### src/rtl/niosii_sysid_ext.sv
// Avalon-MM system ID block: ID/timestamp words, 64-bit uptime counter with an
// atomically captured HI shadow, scratch and control registers, user status words.
module niosii_sysid_ext #(
  parameter logic [31:0] ID_VALUE   = 32'h0000_0000,
  parameter logic [31:0] TIMESTAMP  = 32'h0000_0000,
  parameter int          NUM_USER   = 2,
  parameter int          ADDR_WIDTH = 4
) (
  input  logic                                        clock,
  input  logic                                        reset,
  input  logic [ADDR_WIDTH-1:0]                       address,
  input  logic                                        read,
  input  logic                                        write,
  input  logic [31:0]                                 writedata,
  input  logic [3:0]                                  byteenable,
  output logic [31:0]                                 readdata,
  output logic                                        readdatavalid,
  input  logic [((NUM_USER > 0) ? NUM_USER : 1)*32-1:0] user_data
);

  localparam logic [ADDR_WIDTH-1:0] ADDR_ID      = ADDR_WIDTH'(0);
  localparam logic [ADDR_WIDTH-1:0] ADDR_TSTAMP  = ADDR_WIDTH'(1);
  localparam logic [ADDR_WIDTH-1:0] ADDR_UPLO    = ADDR_WIDTH'(2);
  localparam logic [ADDR_WIDTH-1:0] ADDR_UPHI    = ADDR_WIDTH'(3);
  localparam logic [ADDR_WIDTH-1:0] ADDR_SCRATCH = ADDR_WIDTH'(4);
  localparam logic [ADDR_WIDTH-1:0] ADDR_CTRL    = ADDR_WIDTH'(5);

  generate
    if (NUM_USER < 0 || NUM_USER > 8) begin : g_numUserCheck
      $error("niosii_sysid_ext: NUM_USER must be in 0..8");
    end
    if (ADDR_WIDTH < 31 && (2 ** ADDR_WIDTH) < (6 + NUM_USER)) begin : g_addrCheck
      $error("niosii_sysid_ext: ADDR_WIDTH too small for the register map");
    end
    if (NUM_USER == 0) begin : g_noUser
      logic w_unusedUser;
      assign w_unusedUser = ^user_data;
    end
  endgenerate

  logic [63:0] r_counter;
  logic [31:0] r_hiShadow;
  logic [31:0] r_scratch;
  logic        r_ctrlEnable;
  logic [31:0] r_readdata;
  logic        r_rdValid;

  logic [31:0] w_rdata;
  logic        w_wrScratch;
  logic        w_wrControl;
  logic        w_clear;

  assign w_wrScratch = write && (address == ADDR_SCRATCH);
  assign w_wrControl = write && (address == ADDR_CTRL) && byteenable[0];
  assign w_clear     = w_wrControl && writedata[1];

  always_comb begin
    w_rdata = '0;
    case (address)
      ADDR_ID:      w_rdata = ID_VALUE;
      ADDR_TSTAMP:  w_rdata = TIMESTAMP;
      ADDR_UPLO:    w_rdata = r_counter[31:0];
      ADDR_UPHI:    w_rdata = r_hiShadow;
      ADDR_SCRATCH: w_rdata = r_scratch;
      ADDR_CTRL:    w_rdata = {31'b0, r_ctrlEnable};
      default:      w_rdata = '0;
    endcase
    for (int k = 0; k < NUM_USER; k++) begin
      if (address == ADDR_WIDTH'(6 + k)) w_rdata = user_data[32*k +: 32];
    end
  end

  // Read data is captured from pre-write state, so a same-cycle write is seen by the next read only.
  always_ff @(posedge clock) begin
    if (reset) begin
      r_counter    <= '0;
      r_hiShadow   <= '0;
      r_scratch    <= '0;
      r_ctrlEnable <= 1'b1;
      r_readdata   <= '0;
      r_rdValid    <= 1'b0;
    end else begin
      r_rdValid <= read;
      if (read) begin
        r_readdata <= w_rdata;
        if (address == ADDR_UPLO) r_hiShadow <= r_counter[63:32];
      end
      if (w_wrScratch) begin
        for (int b = 0; b < 4; b++) begin
          if (byteenable[b]) r_scratch[8*b +: 8] <= writedata[8*b +: 8];
        end
      end
      if (w_wrControl) r_ctrlEnable <= writedata[0];
      if (w_clear) r_counter <= '0;
      else if (r_ctrlEnable) r_counter <= r_counter + 64'd1;
    end
  end

  assign readdata = r_readdata;
  // A response landing in the cycle reset is raised belongs to a dropped read.
  assign readdatavalid = r_rdValid && !reset;

endmodule

### config.mk
export PLATFORM = sky130hd
export DESIGN_NAME = niosii_sysid_ext
export DESIGN_NICKNAME = d
export VERILOG_FILES = /design/src/rtl/niosii_sysid_ext.sv
export SDC_FILE = /design/constraint.sdc
export NUM_CORES = 1
export LEC_CHECK = 0
export ABC_AREA = 1
export CORE_UTILIZATION = 54
export DETAILED_ROUTE_END_ITERATION = 10
export HOLD_SLACK_MARGIN = 0.02
export PLACE_DENSITY_LB_ADDON = 0.05
export SLEW_MARGIN = 20
export SYNTH_ARGS = -nofsm -noshare
export SYNTH_HDL_FRONTEND = slang
export SYNTH_SLANG_ARGS = --single-unit
### constraint.sdc
create_clock -name clock -period 1.9 [get_ports clock]
set_input_delay 0.285 -clock clock [delete_from_list [all_inputs] [get_ports clock]]
set_output_delay 0.285 -clock clock [all_outputs]
set_load 0.005 [all_outputs]
# Yosys cells after proc, flatten, opt, wreduce, memory -nomap -nowiden
# Cells that the tools add are included.
dict set report classes {
  n_addsub 1
  eq_ne 6
  n_mux 3
  n_reduce_logical 12
}
# operator n
set op_table {}
lappend op_table {{32-bit case mux with 4 select lines} 1}
lappend op_table {{64-bit by 1-bit adder with 64-bit output, second input constant} 1}
lappend op_table {{32-bit two-way mux} 2}
lappend op_table {{4-bit by 3-bit equality test with 1-bit output, second input constant} 4}
lappend op_table {{2-bit AND reduction} 5}
lappend op_table {{4-bit by 2-bit equality test with 1-bit output, second input constant} 2}
lappend op_table {{1-bit logical AND} 5}
lappend op_table {{2-bit OR reduction} 1}
lappend op_table {{1-bit zero test} 1}
dict set report totals {
  register_bits 162
  inputBits 108
  out_inout_bits 33
  word_cells 31
}

# Longest topological paths before layout
dict set report logic_depth {
  depth_word 5
  mapped_depth 11
  mapped_depth_nobuf 11
}

# Worst setup path after synthesis
# No wires, ideal clock.
dict set report synth_path {
  path_type {flip-flop to flip-flop}
  start {reg r_counter[1]}
  end {reg r_counter[50]}
  setup_ps 113
  arrival_ps 1395
  required_time_ps 1787
  path_slack_ps 391
  stages_incl_launch_ff 11
  path_buffers 0
  synth_period_minus_slack_ps 1509
  path_cell_list {dfxtp_1 > ha_1 > nand3_2 > nor2_4 > nand3_2 > inv_2 > nand3b_1 > nor2_1 > nand2_1 > nand2_1 > nor2_1}
}
dict set report synth_between {
  elab_chain_cells 1
}
# element line_no
set synth_rtl {}
lappend synth_rtl {{start, declared} 41} ;# logic [63:0] r_counter;
lappend synth_rtl {{start signal, assigned} 95} ;# else if (r_ctrlEnable) r_counter <= r_counter + 64'd1;
lappend synth_rtl {{64-bit by 1-bit adder with 64-bit output} 95}
# No other way between the ends.
# A chain may end at the register's enable or synchronous reset.

# Final worst setup path
dict set report layout_path {
  start {reg r_counter[15]}
  end {reg r_counter[50]}
}
# Same word-level chain as after synthesis.

==> results_dict.tcl <==
set metrics [dict create \
    outcome "complete, no violations" \
    coreArea_mm2 0.0154 \
    ys_async_sr_fraction_pct 0 \
    synth_edf_count 0 \
    cts_made_buffers 17 \
    crit_chain "nand2_1 -> nor2_2 -> nand2_1 -> nor2_2 -> nand3b_1 -> nor2_1 -> nand2_1 -> nand2_1 -> nor2_1" \
    cts_root_buffer "clkbuf_16" \
    cp-end-kind "flop" \
    irDropWorstVdd_mv 0.566 \
    fin_nets 1587 \
    hp-start "reset" \
    wl_per_cell_um 17.8 \
    p_int_mw 5.79 \
    overflow 0 \
    crit_type "flop to flop" \
    grt_usage_pct 37.9 \
    first_global_vias 8727 \
    cts_setup_buffers 0 \
    grt_antenna_before_repair 0 \
    finClkSkew_ns 0.0102 \
    worst_slew_pin_slew_ns 0.427 \
    powerDensity_mw_per_mm2 683 \
    syn2layout_area_growth_pct 31.3 \
    filler_cell_count 1299 \
    max_freq_mhz 561 \
    holdWs_ns 0.219 \
    whs_path_depth 2 \
    dieHeight_um 128 \
    pwr-share-clk_pct 45.8 \
    syn-cell-area_mm2 0.00858 \
    max_stage_delay_ns 0.44 \
    vias 9494 \
    hpwl_um 23700 \
    r2r_start "r_counter[15]" \
    fin_tns_setup_ns 0 \
    clockBufferDepth 2 \
    path_max_fanout 5 \
    htree_levels 4 \
    drive_gt1_share_pct 11.4 \
    cp.required_ns 2.24 \
    setup_viol 0 \
    m1WireLength_um 12600 \
    syn-instance-count 1304 \
    clk_pin_slew_worst_paths_ns 0.07 \
    met3WireLength_um 2910 \
    p_leak_nw 4.03 \
    min_to "r_rdValid" \
    cpMaxStageDelayCell "dfxtp_1" \
    dr_wl_met2_um 13800 \
    io_buffers 140 \
    initial_core_util_pct 55.8 \
    drt-pass1-iter-count 6 \
    finalHoldViolations 0 \
    p_seq_share_pct 45.0 \
    fin_crit_sh_pct 93.8 \
    syn_area_per_cell_um2 6.58 \
    min_period_ns 1.78 \
    reg2reg_slack_ns 0.12 \
    cts_tree "yes" \
    ys_types 41 \
    cp_common_cell "nand2_1" \
    clk_latency_ns 0.44 \
    totalWireLength_um 30300 \
    slew_violations 0 \
    finalCoreUtilization_pct 73.3 \
    hp-class "primary input to flop" \
    grt_pass1_wl_um 46900 \
    relSlewSlack_pct 71.3 \
    ff2ff_path_depth 9 \
    synth_seq_cells 162 \
    num_io_pins 141 \
    ant_nets 0 \
    ys.flop_type "dfxtp_1" \
    num_rows 45 \
    seq_area_frac_synth_pct 37.8 \
    grt_max_degree 48 \
    rr_endpoint "r_counter[50]" \
    gp_congestion 0.946 \
    combPwrFrac_pct 9.2 \
    drv_cap 0 \
    dieArea_mm2 0.0164 \
    drc 0 \
    rsz0062_at_grt "false" \
    via_per_inst 5.58 \
    cts_sinks 162 \
    yosysWarningCount 0 \
    switching_share_pct 24.8 \
    num_antenna_cells 0 \
    p_sw_mw 1.91 \
    highest_layer "met4" \
    initialDrtViolationCount 1066 \
    die_w_um 128 \
    worstPathArrival_ns 2.12 \
    start_kind "flop" \
    syn_nets 1413 \
]
metal layers:
metal / vias to the layer above / global-route usage, %
met2: 472 / 62.5
li1: 4601 / -
met1: 4346 / 48.0
met4: 0 / 15.3
met5: - / 0
met3: 75 / 8.51
flip-flops by register name, indices dropped and copies added (netlist names):
name,cells
r_rdValid,1
r_counter,64
readdata,32
r_ctrlEnable,1
r_scratch,32
r_hiShadow,32
area by class of cell:
class                   instances  area (um^2)  area share [%]
multi-input cells             951         4600            40.8
flip-flops and latches        162         3240            28.8
clock inverters                15          175            1.55
inverters                     134          503            4.46
repair buffers                212         2060            18.3
clock buffers                  17          425            3.77
well taps                     211          264            2.34
timing repair:
action	in CTS	in global routing
hold buffers	0	0
setup endpoints to repair	0	8
gates resized for setup	0	3
worst max-delay path: cells and delay by family, from the launching register on:
kind | cells | cell delay, ns
flip-flops | 1 | 0.44
AND/OR/NAND/NOR | 9 | 1.24
per-stage QoR:
| stage | power [mW] | worst slack (ns) | cells | cell area (um^2) |
|---|---|---|---|---|
| after floorplan | 3.80 | 0.391 | 1304 | 8580 |
| after global placement | 4.22 | -0.168 | 1670 | 10700 |
| after detailed placement | 4.23 | -0.206 | 1670 | 10700 |
| after CTS | 7.70 | 0.0764 | 1702 | 11300 |
| after global routing | 7.91 | 0.0187 | 1702 | 11300 |
| final | 7.70 | 0.117 | 1702 | 11300 |
Yosys cell counts, drive strengths merged (15+ instances only):
cell      n  area, um^2
clkbuf   35         131
a21oi   138         702
inv     133         499
dfxtp   162        3240
nand2   317        1220
buf      22         123
o21ai    69         345
or2      20         125
o211ai   19         143
nand4    39         244
nor2    192         842
nor3     15         103
nand3   105         556
cell usage in the layout (no fill, tap or decap), types with 2 or more instances in the layout:
cell type / n
a21oi_1: 137
buf_12: 10
buf_4: 62
bufinv_16: 2
clkbuf_16: 17
clkdlybuf4s50_1: 139
clkinv_4: 4
clkinvlp_4: 2
dfxtp_1: 162
inv_1: 128
inv_2: 5
inv_6: 3
inv_8: 3
nand2_1: 308
nand2_2: 7
nand2_4: 2
nand3_1: 98
nand3_2: 7
nand3b_1: 2
nand4_1: 39
nor2_1: 168
nor2_2: 11
nor2_4: 12
nor3_1: 12
nor3_4: 2
o211ai_1: 19
o21a_1: 2
o21ai_0: 67
o21ai_1: 2
o21bai_1: 2
o22ai_1: 10
or2_0: 6
or2_2: 14
xnor2_1: 4
xor2_1: 11
power by group through the flow:
stage	clock, mW	sequential [mW]	combinational [mW]
after floorplan	0	3.54	0.265
after global placement	0	3.54	0.687
after detailed placement	0	3.54	0.691
after CTS	3.54	3.46	0.700
after global routing	3.68	3.46	0.760
final	3.53	3.46	0.710
worst max path at each step:
stage             startpoint       endpoint  slack (ns)  depth (start not counted)
6_report       r_counter[15]  r_counter[50]        0.12                          9
5_1_grt        r_counter[15]  r_counter[50]        0.02                          8
4_1_cts         r_counter[0]  r_counter[40]        0.08                          8
3_5_place_dp      address[0]   readdata[24]       -0.21                         10
3_3_place_gp      address[0]   readdata[24]       -0.17                         10
2_1_floorplan   r_counter[1]  r_counter[50]        0.39                         10
logic make-up (layout without fill, tap and decap cells):
logic type	Yosys count	in the layout	synth area share (%)
xor gates and xnor gates	15	15	1.53
AOI/OAI and AO/OA	242	242	15.1
and+or+nand+nor	693	693	36.6
DFF	162	162	37.8
adders and majority gates	1	1	0.146
buffers and inverters	191	378	8.82
(Power assumes the default switching activity.)
==> edit: new RTL, same settings <==
`NUM_USER`: 2 -> 4.
--- a/src/rtl/niosii_sysid_ext.sv
+++ b/src/rtl/niosii_sysid_ext.sv
@@ -4,5 +4,5 @@
   parameter logic [31:0] ID_VALUE   = 32'h0000_0000,
   parameter logic [31:0] TIMESTAMP  = 32'h0000_0000,
-  parameter int          NUM_USER   = 2,
+  parameter int          NUM_USER   = 4,
   parameter int          ADDR_WIDTH = 4
 ) (
Interface: changed (resized user_data); port bits go from 141 to 205. No check against the original RTL was run, so the function may have changed too.
==> edit against the original RTL <==
Worst hold slack worse by 57 ps; power about the same; synthesized cell count is 12% higher; largest cell class unchanged; global-route usage barely moved; final area rose by 12%; setup slack lost 2.0 ps; sequential cell count unchanged; non-clock buffer count is 79 higher; critical endpoint is now r_counter[30]$_SDFFE_PP0P_; wire length grew 10%; critical path type unchanged; synthesized area is 6.9% higher.
==> edit: results (changes against the original RTL) <==
stage,metric,value,unit,change
status,status,finished clean,,
logic_synthesis,avgSynthCellArea,6.301,sq um,-4.3%
route,via_per_inst,5.526,,-0.93%
timing,min_period,1785,ps,+1.953 ps
route,vias,10680,,+12%
grt,grt_first_pass_wirelength,51.50,mm,+9.9%
placed_design,place_ws,-182.4,ps,+23.77 ps
route,first_pass_iters,5,,-1
clocking,htreeDepth,4,,unchanged
worst_setup_path,r2r_cells,12,,+3
logic_synthesis,synth.area.top_cells,"dfxtp_1 35%, nand2_1 13%, nor2_1 8.4%",,
worst_setup_path,timing.rr.start,r_counter[1]$_SDFFE_PP0P_,,
worst_setup_path,critPathMaxStageDelay,360,ps,-80 ps
logic_synthesis,synth_nets,1629,,+15%
logic_synthesis,synthDistinctLibCells,33,,-20%
placed_design,dpl.hpwl,26.07,mm,+10%
logic_synthesis,synth_common_cells,"328 x nand2_1, 206 x nor2_1, 174 x inv_1, 162 x dfxtp_1, 123 x a21oi_1",,
placed_design,gp_congestion,0.9611,,+1.6%
timing,finalClockSkew,8.458,ps,-1.721 ps
power_and_ir_drop,p_leak,4.567,nW,+13%
layout,nNetsFinal,1872,,+18%
layout,nFillCells,1379,,+6.2%
timing,hold_ws,162.1,ps,-56.62 ps
worst_setup_path,cp_slowest_cell,dfxtp_2,,
grt,grt_pass1_vias,9767,,+12%
worst_setup_path,r2r_end,r_counter[30]$_SDFFE_PP0P_,,
route,drtIter0Drc,1070,,+0.38%
grt,grt_usage,37.91,%,about the same
timing,max_slew_margin,70.40,%,-0.94 points
grt,grt_max_degree,39,,-19%
logic_synthesis,seq_area_frac_synth,35.35,%,-2.4 points
route,wl_per_cell,17.33,um,-2.8%
power_and_ir_drop,worst_ir_drop_vdd,658.7,uV,+16%
layout,drive_gt1_share,10.16,%,-1.2 points
==> edit: cell types whose count changed in the layout (fill, tap and decap cells not counted), moves of 8 or more <==
cell / unedited run / this run
o211ai_1: 19 / 32
nand4_1: 39 / 50
a21oi_1: 137 / 123
o22ai_1: 10 / 0
nand2_1: 308 / 328
buf_4: 62 / 72
o21ai_0: 67 / 117
clkdlybuf4s50_1: 139 / 203
nor2_1: 168 / 200
or2_2: 14 / 1
nor2_2: 11 / 19
inv_1: 128 / 174
==> edit: layout make-up <==
class	count	area, sq um	area share [%]
multi-input combinational	1047	4975	39.50
sequential	162	3247	25.78
timing repair buffer	291	2878	22.85
clock buffer	20	436.7	3.467
clock inverter	12	107.6	0.8544
inverter	180	675.6	5.365
tap	220	275.3	2.186
==> edit: power breakdown <==
group	total [W]	switching [W]	internal, W	leakage [nW]
Combinational	0.000964	0.000427	0.000537	3.00
Clock	0.00326	0.00146	0.00180	0.261
Sequential	0.00348	0.0000281	0.00345	1.31
==> edit: stage by stage <==
step / area (sq um) / setup TNS [ps]
final: 12590 / 0
after global routing: 12590 / -1.301
after CTS: 12550 / 0
after detailed placement: 12000 / -9623
after global placement: 12000 / -7008
after floorplan: 9174 / 0
==> edit: timing repair <==
item                                    in CTS  in global routing
gates resized for setup                      0                 11
setup buffers                                0                  2
endpoints found under the setup margin       0                 14
hold buffers                                 0                  0
==> edit: layer usage <==
metal	up-vias	track usage [%]	share of wire [%]
met5	-	0	0
met4	0	14.50	2.9
met1	4840	50.16	42
met2	554	60.61	46
li1	5197	-	-
met3	86	7.805	9.4
==> edit: cell families after synthesis <==
| kind of cell | after synthesis | synth area share [%] |
|---|---|---|
| AND/OR/NAND/NOR | 751 | 35.83 |
| AO/OA/AOI/OAI | 277 | 16.13 |
| buffers and inverters | 247 | 10.83 |
| flip-flops | 162 | 35.35 |
| XOR/XNOR | 18 | 1.719 |
| adder cells (fa/ha/maj) | 1 | 0.1364 |
==> edit: worst min-delay path by stage <==
stage	startpoint	depth (start not counted)	to
final	reset	2	r_scratch[0]$_SDFFE_PP0P_
after detailed placement	r_hiShadow[10]$_SDFFE_PP0P_	2	r_hiShadow[10]$_SDFFE_PP0P_
after global routing	reset	2	r_scratch[0]$_SDFFE_PP0P_
after global placement	r_hiShadow[0]$_SDFFE_PP0P_	2	r_hiShadow[0]$_SDFFE_PP0P_
after CTS	reset	2	r_scratch[9]$_SDFFE_PP0P_
after floorplan	writedata[0]	2	r_ctrlEnable$_SDFFE_PP1N_
==> edit: worst max-delay path, delay by kind of cell (launching register included) <==
kind	cells	cell delay, ps
AND/OR/NAND/NOR	9	960
adder cells (fa/ha/maj)	1	200
flip-flops	1	360
buffers and inverters	2	180
